File: src/rtl/fetch_fd_stage_pkg.sv
// Shared constants and types for the MINI-RISC fetch stage.
//   NOP_INSTR        : encoding loaded into the FD register for a bubble
//   RESET_PC_DEFAULT : default fetch address after reset
//   fetch_state_e    : front-end FSM states
package fetch_fd_stage_pkg;

  localparam logic [15:0] NOP_INSTR        = 16'h0000;
  localparam int          RESET_PC_DEFAULT = 0;

  typedef enum logic [1:0] {
    ST_FILL = 2'd0,  // nothing in flight; next advance yields a bubble
    ST_RUN  = 2'd1,  // streaming one word per cycle
    ST_HOLD = 2'd2   // frozen by stall/flush; skid word delivered first on release
  } fetch_state_e;

endpackage

File: src/rtl/fetch_fd_stage_if.sv
// Bus bundle between the fetch stage and its surroundings.
//   hazard controls : stall_F, flush_F, branch_en, branch_target
//   imem port       : imem_addr, imem_en (out of fetch), imem_rdata (into fetch)
//   decode side     : instr_D, pc_D, valid_D
// master = the fetch stage, slave = hazard unit / memory / decode side.
interface fetch_fd_stage_if #(
  parameter int PC_W    = 8,
  parameter int INSTR_W = 16
);
  logic               stall_F;
  logic               flush_F;
  logic               branch_en;
  logic [PC_W-1:0]    branch_target;
  logic [PC_W-1:0]    imem_addr;
  logic               imem_en;
  logic [INSTR_W-1:0] imem_rdata;
  logic [INSTR_W-1:0] instr_D;
  logic [PC_W-1:0]    pc_D;
  logic               valid_D;

  modport master (
    input  stall_F, flush_F, branch_en, branch_target, imem_rdata,
    output imem_addr, imem_en, instr_D, pc_D, valid_D
  );

  modport slave (
    output stall_F, flush_F, branch_en, branch_target, imem_rdata,
    input  imem_addr, imem_en, instr_D, pc_D, valid_D
  );
endinterface

File: src/rtl/fetch_fd_stage_skid_buf.sv
// One-entry skid buffer for the fetch stage.
//   clk, rst   : clock, asynchronous active-high reset
//   capture_i  : store data_i and mark the entry valid
//   clear_i    : drop the stored entry (capture has priority)
//   data_i     : word to capture (instruction memory read data)
//   skid_instr_o, skid_v_o : stored word and its valid flag
module fetch_fd_stage_skid_buf #(
  parameter int INSTR_W = 16
) (
  input  logic               clk,
  input  logic               rst,
  input  logic               capture_i,
  input  logic               clear_i,
  input  logic [INSTR_W-1:0] data_i,
  output logic [INSTR_W-1:0] skid_instr_o,
  output logic               skid_v_o
);

  logic [INSTR_W-1:0] skid_instr_q;
  logic               skid_v_q;

  always_ff @(posedge clk or posedge rst) begin
    if (rst) begin
      skid_instr_q <= '0;
      skid_v_q     <= 1'b0;
    end else if (capture_i) begin
      skid_instr_q <= data_i;
      skid_v_q     <= 1'b1;
    end else if (clear_i) begin
      skid_v_q     <= 1'b0;
    end
  end

  assign skid_instr_o = skid_instr_q;
  assign skid_v_o     = skid_v_q;

endmodule

File: src/rtl/fetch_fd_stage.sv
// Fetch stage plus Fetch/Decode pipeline register.
//   clk, rst : clock, asynchronous active-high reset
//   bus      : fetch_fd_stage_if master port (hazard controls in,
//              synchronous imem port, FD register outputs to Decode)
// Fetch address pc_F is issued to a one-cycle-latency memory; the word for
// pc_M arrives on imem_rdata the following cycle. While the front end is
// frozen that word is parked in the skid buffer so nothing is lost.
module fetch_fd_stage
  import fetch_fd_stage_pkg::*;
#(
  parameter int              PC_W     = 8,
  parameter int              INSTR_W  = 16,
  parameter logic [PC_W-1:0] RESET_PC = PC_W'(RESET_PC_DEFAULT)
) (
  input  logic                   clk,
  input  logic                   rst,
  fetch_fd_stage_if.master       bus
);

  localparam logic [INSTR_W-1:0] NOP_W = INSTR_W'(NOP_INSTR);

  fetch_state_e       state_q,     state_d;
  logic [PC_W-1:0]    pc_f_q,      pc_f_d;
  logic [PC_W-1:0]    pc_m_q,      pc_m_d;
  logic               m_v_q,       m_v_d;
  logic [INSTR_W-1:0] instr_d_q,   instr_d_d;
  logic [PC_W-1:0]    pc_d_q,      pc_d_d;
  logic               valid_d_q,   valid_d_d;

  logic               skid_capture;
  logic               skid_clear;
  logic [INSTR_W-1:0] skid_instr;
  logic               skid_v;

  fetch_fd_stage_skid_buf #(.INSTR_W(INSTR_W)) u_skid (
    .clk          (clk),
    .rst          (rst),
    .capture_i    (skid_capture),
    .clear_i      (skid_clear),
    .data_i       (bus.imem_rdata),
    .skid_instr_o (skid_instr),
    .skid_v_o     (skid_v)
  );

  always_ff @(posedge clk or posedge rst) begin
    if (rst) begin
      state_q   <= ST_FILL;
      pc_f_q    <= RESET_PC;
      pc_m_q    <= '0;
      m_v_q     <= 1'b0;
      instr_d_q <= NOP_W;
      pc_d_q    <= '0;
      valid_d_q <= 1'b0;
    end else begin
      state_q   <= state_d;
      pc_f_q    <= pc_f_d;
      pc_m_q    <= pc_m_d;
      m_v_q     <= m_v_d;
      instr_d_q <= instr_d_d;
      pc_d_q    <= pc_d_d;
      valid_d_q <= valid_d_d;
    end
  end

  always_comb begin
    state_d      = state_q;
    pc_f_d       = pc_f_q;
    pc_m_d       = pc_m_q;
    m_v_d        = m_v_q;
    instr_d_d    = instr_d_q;
    pc_d_d       = pc_d_q;
    valid_d_d    = valid_d_q;
    skid_capture = 1'b0;
    skid_clear   = 1'b0;

    if (bus.branch_en) begin
      // Redirect beats stall/flush: everything fetched so far is wrong-path.
      pc_f_d     = bus.branch_target;
      m_v_d      = 1'b0;
      skid_clear = 1'b1;
      valid_d_d  = 1'b0;
      instr_d_d  = NOP_W;
      state_d    = ST_FILL;
    end else if (bus.flush_F || bus.stall_F) begin
      // imem_rdata is only meaningful for pc_M on the first frozen cycle
      // (m_v still set); park it so it survives until release.
      skid_capture = m_v_q && !skid_v;
      m_v_d        = 1'b0;
      if (bus.flush_F) begin
        valid_d_d = 1'b0;
        instr_d_d = NOP_W;
      end
      state_d = ST_HOLD;
    end else begin
      if (skid_v) begin
        instr_d_d = skid_instr;
        pc_d_d    = pc_m_q;
        valid_d_d = 1'b1;
      end else if (m_v_q) begin
        instr_d_d = bus.imem_rdata;
        pc_d_d    = pc_m_q;
        valid_d_d = 1'b1;
      end else begin
        instr_d_d = NOP_W;
        valid_d_d = 1'b0;
      end
      pc_m_d     = pc_f_q;
      m_v_d      = 1'b1;
      skid_clear = 1'b1;
      pc_f_d     = pc_f_q + 1'b1;
      state_d    = ST_RUN;
    end
  end

  assign bus.imem_addr = pc_f_q;
  assign bus.imem_en   = !(bus.stall_F || bus.flush_F || bus.branch_en);
  assign bus.instr_D   = instr_d_q;
  assign bus.pc_D      = pc_d_q;
  assign bus.valid_D   = valid_d_q;

endmodule

File: src/flat_wrapper.sv
// flat-port wrapper written by rule: the top's interface ports become plain ports
module fetch_fd_stage_flat import fetch_fd_stage_pkg::*;
#(
  parameter int              PC_W     = 8,
  parameter int              INSTR_W  = 16,
  parameter logic [PC_W-1:0] RESET_PC = PC_W'(RESET_PC_DEFAULT)
)
  (clk, rst, bus_stall_F, bus_flush_F, bus_branch_en, bus_branch_target, bus_imem_rdata, bus_imem_addr, bus_imem_en, bus_instr_D, bus_pc_D, bus_valid_D);
  fetch_fd_stage_if #(.PC_W(PC_W), .INSTR_W(INSTR_W)) bus_i ();
  input  logic clk;
  input  logic rst;
  input wire logic [$bits(bus_i.stall_F)-1:0] bus_stall_F;
  input wire logic [$bits(bus_i.flush_F)-1:0] bus_flush_F;
  input wire logic [$bits(bus_i.branch_en)-1:0] bus_branch_en;
  input wire logic [$bits(bus_i.branch_target)-1:0] bus_branch_target;
  input wire logic [$bits(bus_i.imem_rdata)-1:0] bus_imem_rdata;
  output wire logic [$bits(bus_i.imem_addr)-1:0] bus_imem_addr;
  output wire logic [$bits(bus_i.imem_en)-1:0] bus_imem_en;
  output wire logic [$bits(bus_i.instr_D)-1:0] bus_instr_D;
  output wire logic [$bits(bus_i.pc_D)-1:0] bus_pc_D;
  output wire logic [$bits(bus_i.valid_D)-1:0] bus_valid_D;
  assign bus_i.stall_F = bus_stall_F;
  assign bus_i.flush_F = bus_flush_F;
  assign bus_i.branch_en = bus_branch_en;
  assign bus_i.branch_target = bus_branch_target;
  assign bus_i.imem_rdata = bus_imem_rdata;
  assign bus_imem_addr = bus_i.imem_addr;
  assign bus_imem_en = bus_i.imem_en;
  assign bus_instr_D = bus_i.instr_D;
  assign bus_pc_D = bus_i.pc_D;
  assign bus_valid_D = bus_i.valid_D;
  fetch_fd_stage #(.PC_W(PC_W), .INSTR_W(INSTR_W), .RESET_PC(RESET_PC)) u_core (.clk(clk), .rst(rst), .bus(bus_i));
endmodule
File: config.mk
export PLATFORM = sky130hd
export DESIGN_NAME = fetch_fd_stage_flat
export DESIGN_NICKNAME = d
export VERILOG_FILES = /design/src/rtl/fetch_fd_stage_pkg.sv /design/src/rtl/fetch_fd_stage_if.sv /design/src/rtl/fetch_fd_stage_skid_buf.sv /design/src/rtl/fetch_fd_stage.sv /design/src/flat_wrapper.sv
export SDC_FILE = /design/constraint.sdc
export NUM_CORES = 1
export LEC_CHECK = 0
export CORE_UTILIZATION = 49
export DETAILED_ROUTE_END_ITERATION = 7
export HOLD_SLACK_MARGIN = 0.03
export PLACE_DENSITY = 0.79
export SYNTH_ARGS = -nofsm -noshare
export SYNTH_HDL_FRONTEND = slang
export SYNTH_SLANG_ARGS = --single-unit
File: constraint.sdc
create_clock -name clk -period 3.05 [get_ports clk]
set_clock_uncertainty 0.1 [all_clocks]
set_input_delay 0.915 -clock clk [delete_from_list [all_inputs] [get_ports clk]]
set_output_delay 0.915 -clock clk [all_outputs]
set_load 0.005 [all_outputs]
* Yosys cells after proc, flatten, opt, wreduce, memory -nomap -nowiden
Cells that the tools add are included.
Operators by class: bitwise operators 2, reductions and logical operators 9, mux-type cells 21, $add $sub $neg 1, eq/ne operators 2
Operators by type and width (number):
- $mux W16 | 5
- $mux W8 | 4
- $mux W1 | 12
- $add A8 B1 Y8 const B | 1
- $reduce_bool A2 Y1 | 2
- $ne A3 B3 Y1 const B | 1
- $reduce_and A3 Y1 | 1
- $logic_not A1 Y1 | 2
- $logic_or A1 B1 Y1 | 2
- $ne A2 B2 Y1 const B | 1
- $not A1 Y1 | 2
- $reduce_and A2 Y1 | 1
- $logic_and A1 B1 Y1 | 1
Word-level totals: logic and storage cells 43, register bits 59

* Depth between registers and ports, before layout
Gate-level depths: netlist of run 1.
word-level depth 5, gate-level depth with buffers 7

* Modules after synthesis
From an unflattened synthesis of run 1, not the netlist that was laid out.
Unflattened totals: cells, all modules 217, area total of the unflattened synthesis 2548.7 um^2
Modules (own cells, without submodules):
- fetch_fd_stage | sequential area each 1051.0 um^2, instances 1, cells an instance 179, area each 1861.8 um^2
- fetch_fd_stage_skid_buf | sequential area each 425.4 um^2, instances 1, cells an instance 38, area each 686.9 um^2

* Least setup slack after synthesis of run 1
No wires, ideal clock.
path type input to output, start input port bus_branch_en, end output port bus_imem_en, arrival 1.778 ns, setup slack 0.257 ns, required time 2.035 ns, stages 5, path buffers 3, cell sequence buf_6 -> or3_1 -> buf_2 -> inv_1 -> buf_4
Between the ends: cells in the longest elaborated chain, start to end 2
Ends and longest elaborated chain:
- from (decl) | RTL line flat_wrapper.sv:14 | input wire logic [$bits(bus_i.branch_en)-1:0] bus_branch_en;
- $logic_or A1 B1 Y1 | RTL line fetch_fd_stage.sv:116 | assign bus.imem_en = !(bus.stall_F || bus.flush_F || bus.branch_en);
- $logic_not A1 Y1 | RTL line fetch_fd_stage.sv:116
- to (decl) | RTL line flat_wrapper.sv:18 | output wire logic [$bits(bus_i.imem_en)-1:0] bus_imem_en;
Every way passes these cells.

* Final worst setup path of run 1
Ends and elaborated chain as after synthesis.

==> results of run 1 <==
## metrics by stage
| stage | setup slack, ns | std cells | TNS (ns) |
|---|---|---|---|
| detailed placement | -0.310 | 356 | -0.310 |
| floorplan | 0.257 | 228 | 0 |
| finish | 0.124 | 372 | 0 |
| global route | 0.0957 | 372 | 0 |
| CTS | 0.0182 | 372 | 0 |
| global placement | -0.302 | 356 | -0.302 |
## layout make-up
class / instances / area [sq um] / area share
clock inverter: 7 / 125 / 0.0355
tap: 67 / 83.8 / 0.0238
timing repair buffer: 73 / 701 / 0.199
inverter: 5 / 18.8 / 0.00533
sequential: 59 / 1480 / 0.419
clock buffer: 9 / 124 / 0.0352
multi-input combinational: 152 / 992 / 0.282
## path summary, 6_finish.rpt
kind | slack (ns) | endpoint | depth (start not counted) | from
min in group asynchronous | 0.81 | u_core.u_skid.skid_instr_o[3]$_DFFE_PP0P_ | 2 | rst
max | 0.12 | bus_imem_en | 4 | bus_branch_en
min | 0.38 | u_core.pc_m_q[1]$_DFFE_PP0P_ | 2 | u_core.pc_m_q[1]$_DFFE_PP0P_
max in group asynchronous | 1.41 | u_core.bus.imem_addr[2]$_DFFE_PP0P_ | 3 | rst
max reg2reg | 0.88 | u_core.u_skid.skid_instr_o[10]$_DFFE_PP0P_ | 4 | u_core.u_skid.skid_v_o$_DFFE_PP0P_
min reg2reg | 0.38 | u_core.pc_m_q[1]$_DFFE_PP0P_ | 2 | u_core.pc_m_q[1]$_DFFE_PP0P_
## layer usage
layer  routed length [um]  up-vias  global-route usage  part of all wire
li1                     -      941                   -                 -
met3                  186        5              0.0488             0.033
met2                 2810       50               0.359              0.49
met4                   56        0               0.103            0.0098
met5                    0        -                   0                 0
met1                 2660      973               0.305              0.47
## where the power goes
part,switching [mW],internal (mW)
Sequential,0.0805,0.898
Combinational,0.118,0.200
Clock,0.340,0.550
## cell families (layout without fill, tap and decap cells)
| group | after synthesis | after routing | share of synthesized area |
|---|---|---|---|
| muxes | 25 | 25 | 0.110 |
| adders and majority gates | 1 | 1 | 0.00490 |
| buffers and inverters | 17 | 94 | 0.0353 |
| and+or+nand+nor | 80 | 80 | 0.151 |
| xor gates and xnor gates | 2 | 2 | 0.00686 |
| AOI/OAI and AO/OA | 44 | 44 | 0.114 |
| DFF | 59 | 59 | 0.578 |
## cell usage in the layout (no fill, tap or decap), drive strengths merged
| cell | n |
|---|---|
| inv | 6 |
| or3 | 2 |
| and2b | 1 |
| xnor2 | 2 |
| a21o | 1 |
| dlymetal6s2s | 1 |
| nand3 | 4 |
| clkbuf | 10 |
| a31oi | 2 |
| clkinv | 3 |
| o21ai | 21 |
| nand2 | 58 |
| o211ai | 3 |
| buf | 11 |
| nor3b | 2 |
| ha | 1 |
| mux2 | 24 |
| nand4bb | 1 |
| o31ai | 1 |
| or4 | 4 |
| bufinv | 3 |
| nor3 | 1 |
| nand4 | 1 |
| a22oi | 3 |
| or3b | 1 |
| a22o | 13 |
| clkdlybuf4s50 | 60 |
| nor2 | 5 |
| dfrtp | 59 |
| mux2i | 1 |
## repair_timing
action / 4_1_cts / 5_1_grt
endpoints found under the setup margin: 1 / 1
pin swaps: 1 / 1
resized for setup: 4 / 2
## worst reg2reg max path: cells and delay by family, from the launching register on
family	cells	cell delay, ns
DFF	1	0.71
and+or+nand+nor	2	0.60
muxes	1	0.37
buffers and inverters	1	0.27
## synthesized netlist by cell type
| cell type | n | area, sq um |
|---|---|---|
| a21o_1 | 1 | 7.51 |
| a22o_1 | 13 | 114 |
| a22oi_1 | 3 | 22.5 |
| a31oi_1 | 2 | 12.5 |
| and2b_1 | 1 | 7.51 |
| buf_2 | 3 | 15.0 |
| buf_4 | 2 | 15.0 |
| buf_6 | 2 | 22.5 |
| clkbuf_1 | 5 | 18.8 |
| dfrtp_1 | 59 | 1480 |
| ha_1 | 1 | 12.5 |
| inv_1 | 5 | 18.8 |
| mux2_2 | 24 | 270 |
| mux2i_1 | 1 | 10.0 |
| nand2_1 | 58 | 218 |
| nand3_1 | 4 | 20.0 |
| nand4_1 | 1 | 6.26 |
| nand4bb_1 | 1 | 11.3 |
| nor2_1 | 4 | 15.0 |
| nor2_8 | 1 | 20.0 |
| nor3_1 | 1 | 5.00 |
| nor3b_2 | 1 | 12.5 |
| nor3b_4 | 1 | 18.8 |
| o211ai_1 | 3 | 22.5 |
| o21ai_0 | 21 | 105 |
| o31ai_1 | 1 | 7.51 |
| or3_1 | 2 | 12.5 |
| or3b_1 | 1 | 8.76 |
| or4_1 | 4 | 30.0 |
| xnor2_1 | 2 | 17.5 |
## state kept, by name (all words and copies together) (netlist names)
signal / flops
u_core.bus.valid_D: 1
u_core.bus.pc_D: 8
u_core.bus.imem_addr: 8
u_core.m_v_q: 1
u_core.u_skid.skid_instr_o: 16
u_core.pc_m_q: 8
u_core.bus.instr_D: 16
u_core.u_skid.skid_v_o: 1
==> flow_metrics.py, run 1 <==
metrics = {
    "setup_path": {
        "end_kind": "output pin",
        "path_class": "primary input to output pin",
        "cp_data_required_time_ns": 2.03,
        "cp.arrival_ns": 1.91,
        "path_max_fanout": 2,
        "cp-start-kind": "primary input",
        "crit_chain": "clkdlybuf4s50_1, or3_4, inv_2, clkbuf_2",
        "crit_slowest_cell": "clkdlybuf4s50_1",
        "critPathMaxStageDelay_ns": 0.42,
        "critPathBufInv": 3,
        "cpLargestDelayFamily": "buffers and inverters",
    },
    "route": {
        "drt_iter0_drc": 116,
        "ant_nets": 0,
        "drt_pass1_iterations": 4,
        "viasPerCell": 5.29,
        "drt-total-wl_um": 5720,
        "drc": 0,
        "vias": 1969,
        "routedWlPerCell_um": 15.4,
    },
    "die": {
        "die_w_um": 74.2,
        "io_pins": 63,
        "dieArea_sq_mm": 0.00550,
        "die_h_um": 74.2,
        "rows": 25,
        "start_util": 0.523,
        "core_area_sq_mm": 0.00488,
    },
    "placed_design": {
        "dpl.hpwl_um": 3790,
        "routabilityCongestion": 0.742,
        "placed_area_sq_mm": 0.00327,
        "port_buffers": 62,
    },
    "synth": {
        "synth_cells": 228,
        "ys_seq_area_frac": 0.578,
        "synth.distinct_cells": 30,
        "ys_ff_latch": 59,
        "syn_avg_cell_area_sq_um": 11.2,
        "syn_area_sq_mm": 0.00255,
        "syn-num-nets": 258,
        "ys_warn_count": 0,
    },
    "power": {
        "p_total_mw": 2.19,
        "power_density_mw_per_mm2": 621,
        "vdd_drop_max_mv": 0.286,
        "p_leak_nw": 1.57,
    },
    "job": {
        "max-cap-violations": 0,
    },
    "timing": {
        "min_period_ns": 2.93,
        "drv_slew": 0,
        "hold_violations": 0,
        "rsz0062_at_grt": "no",
        "max_freq_mhz": 342,
        "slew_headroom": 0.415,
        "setup_viol": 0,
        "hold_ws_ns": 0.383,
        "worst_pin_slew_ns": 0.877,
        "fin_crit_sh": 0.959,
    },
    "hold_path": {
        "hp-class": "register to register",
    },
    "finish": {
        "final_area_sq_mm": 0.00352,
        "antennaDiodeCount": 0,
        "layout.nets": 330,
        "postLayoutCoreUtil": 0.722,
        "area_delta_synth_final_pct": 37.9,
        "drive_gt1_frac": 0.190,
        "fillers": 355,
    },
    "cts": {
        "clk_pin_slew_worst_paths_ns": 0.07,
        "postCtsSetupRepairBufs": 0,
        "ctsHoldBuffers": 0,
        "clock_sinks": 59,
        "cts-root-buf": "clkbuf_8",
        "cts_tree": "built",
        "worstSkewPairLatency_ns": 0.33,
        "cts_buffers": 9,
        "h-tree-depth": 3,
        "clock_path_buffers": 2,
    },
    "grt": {
        "grt-ovfl-total": 0,
        "antenna_found_initial": 0,
        "grt_pass1_wl_um": 9220,
        "grt_use_total": 0.228,
        "first_global_vias": 1916,
        "grt_max_degree": 32,
    },
    "run_status": {
        "status": "completed",
    },
}
Power figures use the tool's default switching activity.
==> run 2: changes to the inputs <==
--- a/config.mk
+++ b/config.mk
@@ -7,7 +7,7 @@
 export LEC_CHECK = 0
 export CORE_UTILIZATION = 49
 export DETAILED_ROUTE_END_ITERATION = 7
-export HOLD_SLACK_MARGIN = 0.03
+export HOLD_SLACK_MARGIN = 0.08
 export PLACE_DENSITY = 0.79
 export SYNTH_ARGS = -nofsm -noshare
 export SYNTH_HDL_FRONTEND = slang
==> results of run 2 <==
Final layout, timing and power as in run 1 (identical DEF).
==> run 3: changes to the inputs <==
--- a/config.mk
+++ b/config.mk
@@ -9,6 +9,7 @@
 export DETAILED_ROUTE_END_ITERATION = 7
 export HOLD_SLACK_MARGIN = 0.08
 export PLACE_DENSITY = 0.79
+export SKIP_CTS_REPAIR_TIMING = 1
 export SYNTH_ARGS = -nofsm -noshare
 export SYNTH_HDL_FRONTEND = slang
 export SYNTH_SLANG_ARGS = --single-unit
==> run 3 against run 2 <==
Clock-buffer cell count stayed put; non-clock buffer count unchanged; wire length about the same; sequential power barely moved; design area rose by 0.14%; first-iteration DRC count is 3.4% lower; combinational power barely moved; maximum frequency down 1.1%; clock power about the same; die area stayed put; core utilization increased by 0.10 points; highest routed layer unchanged.
==> flow_metrics.py, run 3 (same netlist as run 1, synthesis figures left out) <==
metrics = {
    "finish": {
        "drive_gt1_frac": 0.184,
        "layout.nets": 330,
        "antennaDiodeCount": 0,
        "multiInputGateArea_sq_um": 992,
        "final_cell_mix": "clkdlybuf4s50_1, dfrtp_1, nand2_1",
        "fillers": 353,
        "regArea_sq_mm": 0.00148,
        "final_common_cell": "clkdlybuf4s50_1",
        "final_area_sq_mm": 0.00353,
        "area_delta_synth_final_pct": 38.1,
    },
    "placed_design": {
        "dp_slack_ns": -0.310,
        "port_buffers": 62,
        "routabilityCongestion": 0.742,
        "dpl.hpwl_um": 3790,
        "placed_area_sq_mm": 0.00327,
    },
    "route": {
        "ant_nets": 0,
        "drt-total-wl_um": 5720,
        "drt_iter0_drc": 112,
        "viasPerCell": 5.29,
        "vias": 1969,
        "drt_pass1_iterations": 4,
        "drc": 0,
        "routedWlPerCell_um": 15.4,
    },
    "timing": {
        "hold_ws_ns": 0.383,
        "drv_slew": 0,
        "rsz0062_at_grt": "no",
        "worst_pin_slew_ns": 0.877,
        "setup_viol": 0,
        "hold_violations": 0,
        "fin_crit_sh": 0.970,
        "final.setup.worst_slack_ns": 0.0908,
        "min_period_ns": 2.96,
        "max_freq_mhz": 338,
        "slew_headroom": 0.415,
    },
    "cts": {
        "clk_pin_slew_worst_paths_ns": 0.07,
        "clock_path_buffers": 2,
        "cts_tree": "built",
        "cts_buffers": 9,
        "h-tree-depth": 3,
        "clock_sinks": 59,
        "worstSkewPairLatency_ns": 0.33,
        "cts-root-buf": "clkbuf_8",
    },
    "setup_path": {
        "cp.arrival_ns": 1.94,
        "r2r_slack_ns": 0.88,
        "path_max_fanout": 2,
        "path_class": "primary input to output pin",
        "critPathMaxStageDelay_ns": 0.42,
        "cp_data_required_time_ns": 2.03,
        "end_kind": "output pin",
        "cp-start-kind": "primary input",
        "crit_slowest_cell": "clkdlybuf4s50_1",
        "cpLargestDelayFamily": "buffers and inverters",
        "cp-startpoint": "bus_branch_en",
        "critPathBufInv": 3,
        "r2r_start": "u_core.u_skid.skid_v_o$_DFFE_PP0P_",
        "crit_chain": "clkdlybuf4s50_1, or3_4, inv_1, dlymetal6s2s_1",
    },
    "hold_path": {
        "hp-start": "u_core.pc_m_q[1]$_DFFE_PP0P_",
        "hp-class": "register to register",
    },
    "die": {
        "die_w_um": 74.2,
        "dieArea_sq_mm": 0.00550,
        "core_area_sq_mm": 0.00488,
        "die_h_um": 74.2,
        "rows": 25,
        "io_pins": 63,
        "start_util": 0.523,
    },
    "grt": {
        "grt_max_degree": 32,
        "grt_use_total": 0.227,
        "first_global_vias": 1906,
        "grt-ovfl-total": 0,
        "antenna_found_initial": 0,
        "grt_pass1_wl_um": 9180,
    },
    "power": {
        "p_leak_nw": 1.58,
        "p_total_mw": 2.19,
        "vdd_drop_max_mv": 0.286,
        "power_density_mw_per_mm2": 620,
    },
    "job": {
        "max-cap-violations": 0,
    },
    "run_status": {
        "status": "completed",
    },
}
[run 3: metal layers]
metal | vias to the layer above | wire length, um | global-route usage
li1 | 941 | - | -
met1 | 973 | 2660 | 0.305
met2 | 50 | 2810 | 0.356
met3 | 5 | 186 | 0.0488
met4 | 0 | 56 | 0.103
met5 | - | 0 | 0
[run 3: per-stage QoR]
stage | util | cells | TNS, ns
finish | 0.723 | 372 | 0
global route | 0.723 | 372 | 0
CTS | 0.721 | 372 | -0.310
detailed placement | 0.670 | 356 | -0.310
global placement | 0.670 | 356 | -0.302
floorplan | - | 228 | 0
[run 3: layout make-up]
cell class	count	share of cell area
well taps	67	0.0238
flip-flops and latches	59	0.419
multi-input cells	152	0.281
inverters	5	0.00532
clock inverters	7	0.0355
repair buffers	73	0.200
clock buffers	9	0.0351
[run 3: power by group]
group          internal (mW)  switching (mW)  total [mW]
Clock                  0.550           0.340       0.890
Sequential             0.898          0.0805       0.979
Combinational          0.201           0.118       0.319
[run 3: worst min-delay path, cell delays in order (launching register included)]
cell and delay, ns:
dfrtp_1 0.35, nand2_1 0.05, nand2_1 0.05
[run 3: worst paths after layout]
| path | endpoint | cells past startpoint |
|---|---|---|
| setup / recovery | bus_imem_en | 4 |
| hold / removal | u_core.pc_m_q[1]$_DFFE_PP0P_ | 2 |
| setup reg to reg | u_core.u_skid.skid_instr_o[10]$_DFFE_PP0P_ | 4 |
| hold reg to reg | u_core.pc_m_q[1]$_DFFE_PP0P_ | 2 |
| max in group asynchronous | u_core.bus.imem_addr[2]$_DFFE_PP0P_ | 3 |
| min in group asynchronous | u_core.u_skid.skid_instr_o[3]$_DFFE_PP0P_ | 2 |
